File: src/rtl/multicycle_ctrl.sv
// Multi-cycle RV32I control unit: IDLE -> DECODE -> EXEC -> (MEM) -> WB.
// Define CTRL_ILLEGAL_TRAP_EN to trap illegal instructions instead of retiring them as NOPs.
module multicycle_ctrl #(
    parameter int XLEN = 32
) (
    input  logic            clk,
    input  logic            rst_n,
    input  logic [31:0]     instr,
    input  logic            instr_valid,
    output logic            instr_ready,
    output logic [3:0]      alu_op,
    output logic            alu_src_imm,
    output logic [XLEN-1:0] imm,
    output logic [4:0]      rs1,
    output logic [4:0]      rs2,
    output logic [4:0]      rd,
    input  logic            alu_zero,
    input  logic            alu_carry,
    output logic            reg_we,
    output logic            mem_re,
    output logic            mem_we,
    output logic            pc_we,
    output logic            pc_sel,
    output logic            done,
    output logic            illegal
);

    localparam logic [2:0] S_IDLE   = 3'd0;
    localparam logic [2:0] S_DECODE = 3'd1;
    localparam logic [2:0] S_EXEC   = 3'd2;
    localparam logic [2:0] S_MEM    = 3'd3;
    localparam logic [2:0] S_WB     = 3'd4;

    localparam logic [2:0] K_R    = 3'd0;
    localparam logic [2:0] K_IALU = 3'd1;
    localparam logic [2:0] K_LW   = 3'd2;
    localparam logic [2:0] K_SW   = 3'd3;
    localparam logic [2:0] K_BEQ  = 3'd4;
    localparam logic [2:0] K_BNE  = 3'd5;
    localparam logic [2:0] K_LUI  = 3'd6;
    localparam logic [2:0] K_ILL  = 3'd7;

    logic [2:0]      state_q, state_d;
    logic [31:0]     instr_q, instr_d;
    logic [2:0]      kind_q, kind_d;
    logic [3:0]      alu_op_q, alu_op_d;
    logic [XLEN-1:0] imm_q, imm_d;
    logic [4:0]      rs1_q, rs1_d;
    logic [4:0]      rs2_q, rs2_d;
    logic [4:0]      rd_q, rd_d;
    logic            src_imm_q, src_imm_d;
    logic            taken_q, taken_d;
`ifdef CTRL_ILLEGAL_TRAP_EN
    logic            illegal_q, illegal_d;
`endif

    logic [6:0]      opc;
    logic [2:0]      f3;
    logic [XLEN-1:0] imm_i, imm_sh, imm_s, imm_b, imm_u;
    logic [2:0]      dec_kind;
    logic [3:0]      dec_op;
    logic [XLEN-1:0] dec_imm;
    logic            dec_src;

    assign opc    = instr_q[6:0];
    assign f3     = instr_q[14:12];
    assign imm_i  = {{(XLEN-12){instr_q[31]}}, instr_q[31:20]};
    assign imm_sh = {{(XLEN-5){1'b0}}, instr_q[24:20]};
    assign imm_s  = {{(XLEN-12){instr_q[31]}}, instr_q[31:25], instr_q[11:7]};
    assign imm_b  = {{(XLEN-13){instr_q[31]}}, instr_q[31], instr_q[7],
                     instr_q[30:25], instr_q[11:8], 1'b0};
    // LUI immediate is left unshifted; the ALU applies the 12-bit shift itself.
    assign imm_u  = {{(XLEN-20){1'b0}}, instr_q[31:12]};

    always_comb begin
        dec_kind = K_ILL;
        dec_op   = 4'h0;
        dec_imm  = '0;
        dec_src  = 1'b0;
        case (opc)
            7'b0110011: begin
                dec_kind = K_R;
                case (f3)
                    3'b000:  dec_op = instr_q[30] ? 4'h1 : 4'h0;
                    3'b001:  dec_op = 4'h2;
                    3'b011:  dec_op = 4'h8;
                    3'b100:  dec_op = 4'h3;
                    3'b101:  dec_op = instr_q[30] ? 4'h5 : 4'h4;
                    3'b110:  dec_op = 4'h6;
                    3'b111:  dec_op = 4'h7;
                    default: dec_kind = K_ILL;
                endcase
            end
            7'b0010011: begin
                dec_kind = K_IALU;
                dec_src  = 1'b1;
                dec_imm  = imm_i;
                case (f3)
                    3'b000:  dec_op = 4'h0;
                    3'b001: begin
                        dec_op  = 4'h2;
                        dec_imm = imm_sh;
                    end
                    3'b011:  dec_op = 4'h8;
                    3'b100:  dec_op = 4'h3;
                    3'b101: begin
                        dec_op  = instr_q[30] ? 4'h5 : 4'h4;
                        dec_imm = imm_sh;
                    end
                    3'b110:  dec_op = 4'h6;
                    3'b111:  dec_op = 4'h7;
                    default: dec_kind = K_ILL;
                endcase
            end
            7'b0000011: begin
                if (f3 == 3'b010) begin
                    dec_kind = K_LW;
                    dec_src  = 1'b1;
                    dec_imm  = imm_i;
                end
            end
            7'b0100011: begin
                if (f3 == 3'b010) begin
                    dec_kind = K_SW;
                    dec_src  = 1'b1;
                    dec_imm  = imm_s;
                end
            end
            7'b1100011: begin
                dec_imm = imm_b;
                if (f3 == 3'b000) begin
                    dec_kind = K_BEQ;
                    dec_op   = 4'hA;
                end else if (f3 == 3'b001) begin
                    dec_kind = K_BNE;
                    dec_op   = 4'h9;
                end
            end
            7'b0110111: begin
                dec_kind = K_LUI;
                dec_op   = 4'hB;
                dec_src  = 1'b1;
                dec_imm  = imm_u;
            end
            default: dec_kind = K_ILL;
        endcase
        // An undecodable word must present a clean ADD with no operands selected.
        if (dec_kind == K_ILL) begin
            dec_op  = 4'h0;
            dec_imm = '0;
            dec_src = 1'b0;
        end
    end

    always_comb begin
        state_d   = state_q;
        instr_d   = instr_q;
        kind_d    = kind_q;
        alu_op_d  = alu_op_q;
        imm_d     = imm_q;
        rs1_d     = rs1_q;
        rs2_d     = rs2_q;
        rd_d      = rd_q;
        src_imm_d = src_imm_q;
        taken_d   = taken_q;
`ifdef CTRL_ILLEGAL_TRAP_EN
        illegal_d = 1'b0;
`endif
        case (state_q)
            S_IDLE: begin
                if (instr_valid && instr_ready) begin
                    instr_d = instr;
                    state_d = S_DECODE;
                end
            end
            S_DECODE: begin
                kind_d    = dec_kind;
                alu_op_d  = dec_op;
                imm_d     = dec_imm;
                src_imm_d = dec_src;
                rs1_d     = instr_q[19:15];
                rs2_d     = instr_q[24:20];
                rd_d      = instr_q[11:7];
                taken_d   = 1'b0;
                state_d   = S_EXEC;
`ifdef CTRL_ILLEGAL_TRAP_EN
                if (dec_kind == K_ILL) begin
                    illegal_d = 1'b1;
                    state_d   = S_IDLE;
                end
`endif
            end
            S_EXEC: begin
                taken_d = ((kind_q == K_BEQ) && alu_carry) ||
                          ((kind_q == K_BNE) && alu_zero);
                state_d = ((kind_q == K_LW) || (kind_q == K_SW)) ? S_MEM : S_WB;
            end
            S_MEM:   state_d = S_WB;
            S_WB:    state_d = S_IDLE;
            default: state_d = S_IDLE;
        endcase
    end

    always_ff @(posedge clk) begin
        if (!rst_n) begin
            state_q   <= S_IDLE;
            instr_q   <= '0;
            kind_q    <= K_ILL;
            alu_op_q  <= '0;
            imm_q     <= '0;
            rs1_q     <= '0;
            rs2_q     <= '0;
            rd_q      <= '0;
            src_imm_q <= 1'b0;
            taken_q   <= 1'b0;
`ifdef CTRL_ILLEGAL_TRAP_EN
            illegal_q <= 1'b0;
`endif
        end else begin
            state_q   <= state_d;
            instr_q   <= instr_d;
            kind_q    <= kind_d;
            alu_op_q  <= alu_op_d;
            imm_q     <= imm_d;
            rs1_q     <= rs1_d;
            rs2_q     <= rs2_d;
            rd_q      <= rd_d;
            src_imm_q <= src_imm_d;
            taken_q   <= taken_d;
`ifdef CTRL_ILLEGAL_TRAP_EN
            illegal_q <= illegal_d;
`endif
        end
    end

    // Outputs are forced low for the whole time reset is held, not just after the edge.
    assign instr_ready = rst_n && (state_q == S_IDLE);
    assign alu_op      = rst_n ? alu_op_q : 4'h0;
    assign alu_src_imm = rst_n && src_imm_q;
    assign imm         = rst_n ? imm_q : '0;
    assign rs1         = rst_n ? rs1_q : 5'd0;
    assign rs2         = rst_n ? rs2_q : 5'd0;
    assign rd          = rst_n ? rd_q : 5'd0;
    assign mem_re      = rst_n && (state_q == S_MEM) && (kind_q == K_LW);
    assign mem_we      = rst_n && (state_q == S_MEM) && (kind_q == K_SW);
    assign pc_we       = rst_n && (state_q == S_WB);
    assign done        = rst_n && (state_q == S_WB);
    assign pc_sel      = rst_n && (state_q == S_WB) && taken_q &&
                         ((kind_q == K_BEQ) || (kind_q == K_BNE));
    assign reg_we      = rst_n && (state_q == S_WB) &&
                         ((kind_q == K_R) || (kind_q == K_IALU) ||
                          (kind_q == K_LW) || (kind_q == K_LUI));
`ifdef CTRL_ILLEGAL_TRAP_EN
    assign illegal     = rst_n && illegal_q;
`else
    assign illegal     = 1'b0;
`endif

endmodule

File: config.mk
export PLATFORM = sky130hd
export DESIGN_NAME = multicycle_ctrl
export DESIGN_NICKNAME = d
export VERILOG_FILES = /design/src/rtl/multicycle_ctrl.sv
export SDC_FILE = /design/constraint.sdc
export NUM_CORES = 1
export LEC_CHECK = 0
export BUFFER_PORTS_ARGS = -buffer_cell sky130_fd_sc_hd__buf_2
export CAP_MARGIN = 20
export CORE_MARGIN = 2
export CORE_UTILIZATION = 40
export CTS_CLUSTER_SIZE = 30
export DETAILED_ROUTE_END_ITERATION = 10
export PLACE_DENSITY = 0.75
export SETUP_SLACK_MARGIN = 0.3
export SLEW_MARGIN = 20
export SYNTH_ARGS = -nofsm -noshare
export SYNTH_HDL_FRONTEND = slang
export SYNTH_SLANG_ARGS = --single-unit
File: constraint.sdc
create_clock -name clk -period 5.1 [get_ports clk]
set_input_delay 0.51 -clock clk [delete_from_list [all_inputs] [get_ports clk]]
set_output_delay 0.51 -clock clk [all_outputs]
set_load 0.02 [all_outputs]
-- Word-level counts from Yosys, hierarchy flattened
Cells that the tools add are included.
- register bits after elaboration: 91
- output and inout bits: 60
- equal/unequal tests: 25
- mux-type cells: 32
- reduce and logical (&&, ||, !) cells: 27
- operator list (kind ; number):
    $mux W32 ; 5
    $pmux W32 S5 ; 1
    $pmux W4 S7 ; 1
    $eq A3 B3 Y1 const B ; 9
    $pmux W4 S6 ; 1
    $eq A7 B6 Y1 const B ; 3
    $eq A3 B2 Y1 const B ; 6
    $mux W3 ; 6
    $pmux W3 S6 ; 1
    $mux W4 ; 4
    $pmux W4 S4 ; 1
    $mux W5 ; 3
    $logic_and A1 B1 Y1 ; 12
    $pmux W3 S4 ; 1
    $eq A3 B1 Y1 const B ; 3
    $logic_not A3 Y1 ; 3
    $eq A7 B2 Y1 const B ; 1
    $eq A7 B5 Y1 const B ; 1
    $eq A7 B7 Y1 const B ; 1
    $reduce_or A7 Y1 ; 1
    $logic_or A1 B1 Y1 ; 6
    $reduce_or A2 Y1 ; 3
    $mux W1 ; 4
    $mux W2 ; 2
    other kinds (4) ; 5

-- Depth between registers and ports, before layout
Gate-level depths: netlist of run 1.
- depth in word-level cells: 6
- mapped depth: 8
- mapped depth without buffers: 5

-- Least setup slack after synthesis of run 1
No wires, ideal clock.
- path kind: input-to-output
- start: in rst_n
- end: out pc_sel
- arrival: 1505 ps
- slack: 3085 ps
- cell stages on the path: 3
- path buffers: 0
- cell sequence: nand2_1 nor3_1 and3_1
- cells in the longest elaborated chain, start to end: 3
- ends and longest elaborated chain (what ; RTL line ; text):
    start: declaration ; 7 ; input logic rst_n,
    $logic_and A1 B1 Y1 ; - ;
    net done ; 24 ; output logic done,
    $logic_and A1 B1 Y1 (2 in series) ; 248 ; assign pc_sel = rst_n && (state_q == S_WB) && taken_q &&
    end: declaration ; 23 ; output logic pc_sel,
The timed path passes the listed nets, and every way through them passes these cells.

-- Final worst setup path of run 1
- start: in rst_n
- end: out pc_sel
- cells in the longest elaborated chain, start to end: 3
- ends and longest elaborated chain (what ; RTL line):
    $logic_and A1 B1 Y1 (3 in series) ; 248
No other way between the ends.

==> flow_metrics.py, run 1 <==
metrics = {
    "global_route": {
        "grt_usage": 0.1867,
        "antenna_found_initial": 0,
        "grt-ovfl-total": 0,
        "grt_pass1_wl_um": 16770,
        "grt_pass1_vias": 3408,
        "grt_max_degree": 65,
    },
    "route": {
        "top_layer": "met4",
        "first_pass_iters": 5,
        "drt_iter0_drc": 257,
        "wire_per_inst_um": 14.17,
        "drc_errors": 0,
        "route.met3.wl_um": 795,
        "routed_wl_um": 10010,
        "vias_per_cell": 5.211,
        "m1WireLength_um": 4654,
        "ant_nets": 0,
        "dr_wl_met2_um": 4424,
        "vias": 3679,
    },
    "layout": {
        "antennaDiodeCount": 0,
        "drive_gt1_frac": 0.2426,
        "multi_input_area_sq_um": 2031,
        "final_common_cell": "nand2_1",
        "regArea_sq_um": 1602,
        "fin_nets": 605,
        "fill_cells": 1001,
        "area_growth_pct": 13.29,
        "layout_common_cells": "nand2_1 (109), buf_2 (95), dfxtp_1 (80)",
    },
    "yosys": {
        "netlist_area_sq_um": 4010,
        "synth_seq_cells": 80,
        "syn_inst": 511,
        "synth_edf_count": 0,
        "seq_area_frac_synth": 0.3994,
        "ys.flop_type": "dfxtp_1",
        "async_flop_share": 0,
        "yosys_warnings": 0,
        "postSynthAreaPerCell_sq_um": 7.848,
        "yosys.cell_types.count": 57,
        "synth_nets": 548,
    },
    "run": {
        "maxCapViolations": 0,
    },
    "floorplanning": {
        "num_rows": 36,
        "die_h_um": 104.1,
        "initial_utilization": 0.4103,
        "die_area_sq_um": 10840,
        "ios": 97,
        "core-area_sq_um": 9774,
        "chipWidth_um": 104.1,
    },
    "cts": {
        "cts.sinks": 80,
        "cts_buffers": 9,
        "root_buffer": "clkbuf_8",
        "cts_tree": "yes",
        "cts-resized-gates": 0,
        "post_cts.repair.setup_buffers": 0,
        "insertion_delay_ns": 0.35,
        "path_clk_slew_ns": 0.09,
        "hold_buffers": 0,
        "htreeDepth": 3,
        "cts_buffer_depth": 2,
    },
    "status": {
        "status": "finished clean",
    },
    "worst_setup_path": {
        "worstPathCellList": "buf_2 > buf_4 > nand2_1 > nor3_1 > and3_1 > buf_2",
        "reg2reg_to": "imm_q[11]",
        "critPathLaunchType": "input port",
        "r2r_slack_ns": 2.76,
        "crit_slowest_cell": "buf_4",
        "critPathMostFrequentCell": "buf_2",
        "crit_arrival_ns": 2.13,
        "path_class": "in2out",
        "critPathMaxFanout": 49,
        "slowest_delay_ns": 0.49,
        "worstReg2RegStart": "instr_q[2]",
        "cp.required_ns": 4.59,
        "end_kind": "output pin",
        "ff2ff_path_depth": 5,
    },
    "timing": {
        "max_freq_ghz": 0.3794,
        "setup_viol": 0,
        "hold_viol_final": 0,
        "slew_headroom": 0.3541,
        "finalCritPeriodShare": 0.5168,
        "clock-skew-final_ns": 0.01132,
        "rsz0062_at_grt": "false",
        "period_needed_ns": 2.636,
        "final.setup.worst_slack_ns": 2.464,
        "finalSetupTns_ns": 0,
        "tightest_slew_ns": 0.9688,
        "slew_viol_final": 0,
    },
    "worst_hold_path": {
        "whs_path_depth": 3,
        "hold_end": "instr_q[28]",
        "holdCritPathClass": "in2reg",
        "hold_start": "instr[28]",
    },
    "pwr": {
        "totalPowerFinal_mw": 1.274,
        "ir_drop_uv": 165.7,
        "power_density_nw_per_um2": 280.4,
        "leakage_nw": 2.068,
    },
    "placed_design": {
        "dp_hpwl_um": 7226,
        "dp_slack_ns": 2.459,
        "portBuffers": 95,
        "gp_congestion": 0.8845,
    },
}
-- cell families (layout without fill, tap and decap cells) --
| kind of cell | Yosys count | count (layout) | synth area share |
|---|---|---|---|
| buffers and inverters | 71 | 133 | 0.09454 |
| multiplexers | 2 | 2 | 0.004992 |
| AND/OR/NAND/NOR | 223 | 223 | 0.2783 |
| other | 1 | 1 | 0.0009351 |
| flip-flops | 80 | 80 | 0.3994 |
| XOR/XNOR | 1 | 1 | 0.002184 |
| AO/OA/AOI/OAI | 133 | 133 | 0.2197 |
-- registers in the layout, indices dropped and copies added, names as in the netlist --
register / count
alu_op_q: 4
src_imm_q: 1
instr_q: 32
rs1_q: 5
rs2_q: 5
rd_q: 5
state_q: 3
kind_q: 3
taken_q: 1
imm_q: 21
-- worst max-delay path: cells and delay by family --
family / cells / cell delay (ns)
buf+inv: 3 / 1.03
simple gates: 3 / 0.57
-- worst max path at each step --
stage           from     end  slack [ns]  depth (start not counted)
2_1_floorplan  rst_n  pc_sel        3.08                          3
3_3_place_gp   rst_n  pc_sel        2.52                          6
3_5_place_dp   rst_n  pc_sel        2.46                          6
4_1_cts        rst_n  pc_sel        2.46                          6
5_1_grt        rst_n  pc_sel        2.35                          6
6_report       rst_n  pc_sel        2.46                          6
-- through the flow --
stage               hold WS, ns  area (sq um)  std cells    util
finish                   0.3482          4543        706  0.4648
global route             0.3563          4543        706  0.4648
CTS                      0.3445          4543        706  0.4648
detailed placement       0.4635          4364        690  0.4465
global placement         0.4571          4364        690  0.4465
floorplan                0.4381          4010        511       -
-- layer usage --
layer  global-route usage  vias to the layer above
met5                    0                        -
met4              0.04633                        0
met3              0.03634                       13
met2               0.2923                      179
met1               0.2646                     1661
li1                     -                     1826
-- power by group --
part | total, mW | internal (mW) | switching [mW] | leakage (nW)
clock network | 0.428 | 0.192 | 0.236 | 0.0968
logic | 0.144 | 0.0541 | 0.0902 | 1.32
registers | 0.702 | 0.656 | 0.0454 | 0.653
-- cell usage after synthesis, types with 2 or more instances --
cell	count	share of area
nor2_1	29	0.027
buf_1	2	0.0019
o21ai_1	9	0.011
nand3_1	5	0.0062
and2_1	29	0.045
o21a_1	3	0.0056
nor2b_1	5	0.0078
nor4_1	3	0.0047
o21ai_0	41	0.051
buf_4	15	0.028
a21oi_1	32	0.040
dfxtp_1	80	0.40
buf_6	3	0.0084
o211ai_2	2	0.0062
a211oi_1	3	0.0056
nor3_1	10	0.012
and3_1	8	0.012
a32o_1	4	0.010
nand3b_1	3	0.0056
o31ai_1	4	0.0075
nand2b_1	7	0.011
a211o_1	2	0.0044
nand2_1	109	0.10
inv_1	20	0.019
mux2i_1	2	0.0050
buf_2	14	0.017
clkbuf_1	16	0.015
a22oi_1	11	0.021
o21ai_2	10	0.022
a32oi_1	3	0.0066
-- layout make-up --
class,instances,share of cell area
tap,133,0.03663
sequential,80,0.3525
clock inverter,6,0.009088
clock buffer,10,0.03029
inverter,20,0.01652
timing repair buffer,97,0.1080
multi-input combinational,360,0.4470
No activity file was read; power rests on OpenSTA's default activity.
==> inputs of run 2 (changes only) <==
--- a/config.mk
+++ b/config.mk
@@ -11,7 +11,7 @@
 export CORE_UTILIZATION = 40
 export CTS_CLUSTER_SIZE = 30
 export DETAILED_ROUTE_END_ITERATION = 10
-export PLACE_DENSITY = 0.75
+export PLACE_DENSITY = 0.77
 export SETUP_SLACK_MARGIN = 0.3
 export SLEW_MARGIN = 20
 export SYNTH_ARGS = -nofsm -noshare
==> constraint.sdc (replaced) <==
create_clock -name clk -period 2.25 [get_ports clk]
set_input_delay 0.225 -clock clk [delete_from_list [all_inputs] [get_ports clk]]
set_output_delay 0.225 -clock clk [all_outputs]
set_load 0.02 [all_outputs]
==> flow_metrics.py, run 2 (synthesis results as in run 1) <==
metrics = {
    "cts": {
        "insertion_delay_ns": 0.35,
        "cts_buffer_depth": 2,
        "root_buffer": "clkbuf_8",
        "cts_buffers": 9,
        "path_clk_slew_ns": 0.09,
        "hold_buffers": 0,
        "htreeDepth": 3,
        "cts_tree": "yes",
        "cts.sinks": 80,
    },
    "global_route": {
        "grt_pass1_vias": 3390,
        "grt_max_degree": 53,
        "grt_pass1_wl_um": 17320,
        "grt_use_met2": 0.2975,
        "top_usage_layer": "met2",
        "antenna_found_initial": 0,
        "grt-ovfl-total": 0,
        "grt_usage": 0.1968,
        "met3_usage": 0.03885,
        "grtUsageMet1": 0.2780,
    },
    "layout": {
        "reg_top3": "instr_q (32), imm_q (21)",
        "antennaDiodeCount": 0,
        "largest-register": "instr_q",
        "area_growth_pct": 18.66,
        "layout_common_cells": "nand2_1 (109), buf_2 (95), dfxtp_1 (77)",
        "final_common_cell": "nand2_1",
        "final_util": 0.4868,
        "drive_gt1_frac": 0.2683,
        "largest_register_ffs": 32,
        "fin_nets": 622,
    },
    "worst_setup_path": {
        "slowest_delay_ns": 0.49,
        "reg2reg_to": "imm_q[13]",
        "cp_num_cells": 6,
        "cp_top_family": "compound AO/OA/AOI/OAI gates",
        "critPathLaunchType": "flop",
        "critPathMaxFanout": 10,
        "critPathMostFrequentCell": "a211oi_1",
        "worstReg2RegStart": "instr_q[14]",
        "end_kind": "flop",
        "crit_arrival_ns": 2.14,
        "path_class": "reg2reg",
        "crit_start": "instr_q[14]",
        "ff2ff_path_depth": 6,
        "worst-path-buf-inv": 1,
        "worstPathCellList": "buf_4 > nor4b_4 > a211oi_1 > a211oi_1 > o211ai_4 > o21ai_1",
        "crit_slowest_cell": "a211oi_1",
        "cp.required_ns": 2.54,
        "cp-endpoint": "imm_q[13]",
        "r2r_slack_ns": 0.40,
    },
    "floorplanning": {
        "core-area_sq_um": 9774,
        "die_h_um": 104.1,
        "die_area_sq_um": 10840,
        "chipWidth_um": 104.1,
        "ios": 97,
        "initial_utilization": 0.4103,
        "num_rows": 36,
    },
    "worst_hold_path": {
        "holdCritPathClass": "in2reg",
    },
    "route": {
        "drc_errors": 0,
        "ant_nets": 0,
        "first_pass_iters": 5,
        "drt_iter0_drc": 263,
        "wire_per_inst_um": 14.63,
        "vias_per_cell": 5.136,
        "routed_wl_um": 10560,
        "vias": 3708,
    },
    "timing": {
        "max_freq_ghz": 0.5405,
        "period_needed_ns": 1.850,
        "finalSetupTns_ns": 0,
        "finalCritPeriodShare": 0.8222,
        "slew_viol_final": 0,
        "clock-skew-final_ns": 0.01258,
        "setup_viol": 0,
        "tightest_slew_ns": 0.5749,
        "hold_viol_final": 0,
        "slew_headroom": 0.6153,
        "rsz0062_at_grt": "true",
    },
    "status": {
        "status": "finished clean",
    },
    "placed_design": {
        "portBuffers": 95,
        "dp_hpwl_um": 7846,
        "gp_congestion": 0.9040,
    },
    "pwr": {
        "leakage_nw": 2.164,
        "power_density_nw_per_um2": 652.9,
        "ir_drop_uv": 377.4,
    },
    "run": {
        "maxCapViolations": 0,
    },
}
==> run 2: changes by cell type in the layout (fill, tap and decap cells not counted), moves of 2 or more <==
cell | previous run | this run
clkinv_2 | 3 | 0
dfxtp_1 | 80 | 77
buf_12 | 0 | 3
dfxtp_2 | 0 | 3
buf_4 | 2 | 16
bufinv_16 | 0 | 2
clkinvlp_4 | 0 | 2
==> run 2: power by group <==
group          internal [mW]  leakage (nW)  switching, mW
clock network          0.624         0.102          0.530
registers               1.49         0.654         0.0901
logic                  0.147          1.41          0.228
==> run 2: per-stage QoR <==
stage	cells	instance area, sq um	hold slack (ns)	worst slack, ns	total power [mW]
after global placement	704	4494	0.4179	0.2437	1.975
after CTS	721	4738	0.05297	0.3543	3.120
after global routing	722	4758	0.05937	0.2872	3.239
final	722	4758	0.06667	0.4000	3.107
after floorplan	511	4010	0.3335	0.4322	1.843
after detailed placement	704	4494	0.4263	0.2122	1.979
==> run 2: worst min path at each step <==
stage,from,end,slack (ns),cells after the start
final,instr[27],instr_q[27],0.07,3
after global routing,instr[27],instr_q[27],0.06,3
after CTS,instr[23],instr_q[23],0.05,3
after detailed placement,instr[6],instr_q[6],0.43,3
after global placement,instr[6],instr_q[6],0.42,3
after floorplan,instr[2],instr_q[2],0.33,2
==> run 2: worst register-to-register path, stage by stage (launching register included) <==
cell,delay [ns]
dfxtp_1,0.39
buf_4,0.21
nor4b_4,0.28
a211oi_1,0.09
a211oi_1,0.49
o211ai_4,0.21
o21ai_1,0.12
==> run 2: repair_timing <==
| item | 4_1_cts | 5_1_grt |
|---|---|---|
| pin swaps | 1 | 1 |
| buffers inserted | 2 | 1 |
| endpoints found under the setup margin | 13 | 23 |
| gates resized for setup | 0 | 4 |
==> run 2: cell type report <==
type / count / area (sq um)
multi-input combinational: 360 / 2039
clock buffer: 9 / 123.9
clock inverter: 6 / 92.59
fill: 980 / 5016
timing repair buffer: 114 / 655.6
sequential: 80 / 1605
tap: 133 / 166.4
inverter: 20 / 75.07
==> run 2: layer usage <==
layer,up-vias,wire length (um)
li1,1853,-
met2,116,4817
met4,0,176
met5,-,0
met1,1722,5033
met3,17,537
==> inputs of run 3 (changes only) <==
--- a/config.mk
+++ b/config.mk
@@ -11,7 +11,7 @@
 export CORE_UTILIZATION = 40
 export CTS_CLUSTER_SIZE = 30
 export DETAILED_ROUTE_END_ITERATION = 10
-export PLACE_DENSITY = 0.77
+export PLACE_DENSITY = 0.75
 export SETUP_SLACK_MARGIN = 0.3
 export SLEW_MARGIN = 20
 export SYNTH_ARGS = -nofsm -noshare
==> constraint.sdc (replaced) <==
create_clock -name clk -period 1.8 [get_ports clk]
set_input_delay 0.18 -clock clk [delete_from_list [all_inputs] [get_ports clk]]
set_output_delay 0.18 -clock clk [all_outputs]
set_load 0.02 [all_outputs]
==> flow_metrics.py, run 3 (synthesis results as in run 1) <==
metrics = {
    "route": {
        "vias": 3778,
        "routed_wl_um": 11540,
        "wire_per_inst_um": 15.33,
        "vias_per_cell": 5.017,
        "drt_iter0_drc": 236,
        "ant_nets": 0,
        "first_pass_iters": 5,
        "drc_errors": 0,
    },
    "floorplanning": {
        "core-area_sq_um": 9774,
        "chipWidth_um": 104.1,
        "die_h_um": 104.1,
        "ios": 97,
        "initial_utilization": 0.4103,
        "num_rows": 36,
        "die_area_sq_um": 10840,
    },
    "cts": {
        "cts_buffer_depth": 2,
        "insertion_delay_ns": 0.35,
        "cts.sinks": 80,
        "root_buffer": "clkbuf_8",
        "path_clk_slew_ns": 0.09,
        "cts_buffers": 9,
        "hold_buffers": 0,
        "cts_tree": "yes",
        "htreeDepth": 3,
    },
    "timing": {
        "max_freq_ghz": 0.6011,
        "hold_viol_final": 0,
        "setup_viol": 0,
        "finalSetupTns_ns": 0,
        "rsz0062_at_grt": "true",
        "clock-skew-final_ns": 0.008665,
        "finalCritPeriodShare": 0.9242,
        "period_needed_ns": 1.663,
        "slew_viol_final": 0,
    },
    "global_route": {
        "grt_pass1_wl_um": 17920,
        "grt_max_degree": 77,
        "grt-ovfl-total": 0,
        "antenna_found_initial": 0,
        "grt_pass1_vias": 3677,
        "grt_usage": 0.2018,
    },
    "worst_hold_path": {
        "holdCritPathClass": "in2reg",
    },
    "worst_setup_path": {
        "critPathLaunchType": "flop",
        "critPathMaxFanout": 8,
        "cp.required_ns": 2.03,
        "slowest_delay_ns": 0.40,
        "worstPathCellList": "or3b_4 > o211ai_2 > nand3_4 > buf_6 > o211ai_4 > o21ai_1",
        "end_kind": "flop",
        "crit_arrival_ns": 1.89,
        "cp_top_family": "compound AO/OA/AOI/OAI gates",
        "path_class": "reg2reg",
        "crit_slowest_cell": "or3b_4",
        "worst-path-buf-inv": 1,
    },
    "layout": {
        "largest_register_ffs": 32,
        "drive_gt1_frac": 0.3677,
        "reg_top3": "instr_q (32), imm_q (21)",
        "area_growth_pct": 31.95,
        "largest-register": "instr_q",
        "final_common_cell": "nand2_1",
        "antennaDiodeCount": 0,
        "layout_common_cells": "nand2_1 (106), buf_2 (89), dfxtp_1 (71)",
        "fin_nets": 652,
        "stdcell_count": 753,
    },
    "pwr": {
        "ir_drop_uv": 462.1,
        "leakage_nw": 2.391,
        "power_density_nw_per_um2": 753.1,
    },
    "placed_design": {
        "dp_hpwl_um": 7612,
        "place_inst": 716,
        "portBuffers": 95,
        "gp_congestion": 0.9045,
    },
    "run": {
        "maxCapViolations": 0,
    },
    "status": {
        "status": "finished clean",
    },
}
## run 3: layout make-up
type,instances,area (sq um)
Timing Repair Buffer,142,992.2
Multi-Input combinational cell,362,2227
Clock inverter,5,63.81
Tap cell,133,166.4
Inverter,20,75.07
Fill cell,912,4483
Clock buffer,11,151.4
Sequential cell,80,1615
## run 3: through the flow
| step | setup slack (ns) | hold WS [ns] | area, sq um | power, mW | utilization |
|---|---|---|---|---|---|
| detailed placement | 0.04793 | 0.3809 | 4633 | 2.499 | 0.4740 |
| finish | 0.1365 | 0.01714 | 5291 | 3.985 | 0.5413 |
| global placement | 0.09927 | 0.3756 | 4633 | 2.491 | 0.4740 |
| floorplan | 0.2095 | 0.2885 | 4055 | 2.316 | - |
| CTS | 0.1418 | 0.0004365 | 5100 | 3.946 | 0.5218 |
| global route | 0.02363 | 0.01953 | 5291 | 4.149 | 0.5413 |
## run 3: final timing paths
check | startpoint | end | slack, ns | depth (start not counted)
setup / recovery | instr_q[12] | imm_q[15] | 0.14 | 6
setup reg to reg | instr_q[12] | imm_q[15] | 0.14 | 6
hold reg to reg | rd_q[2] | rd_q[2] | 0.46 | 2
hold / removal | instr[28] | instr_q[28] | 0.02 | 3
## run 3: tightest hold or removal path, cell delays in order
cell and delay, ns:
buf_2 0.08, nand2_1 0.03, o21ai_0 0.05
## run 3: power by group
| part | internal (mW) | switching, mW | leakage [nW] | total, mW |
|---|---|---|---|---|
| sequential | 1.86 | 0.0868 | 0.656 | 1.95 |
| combinational | 0.267 | 0.362 | 1.63 | 0.629 |
| clock | 0.727 | 0.681 | 0.106 | 1.41 |
| total | 2.86 | 1.13 | 2.39 | 3.98 |
## run 3: per-layer routing
layer  GRT usage  part of all wire
met3     0.04699             0.050
met2      0.3224              0.46
met5           0                 0
met1      0.2719              0.48
met4     0.05985             0.013
## run 3: timing repair
action,CTS,global route
buffers inserted,13,4
pin swaps,11,12
resized for setup,48,30
gates cloned,1,3
setup endpoints to repair,34,37
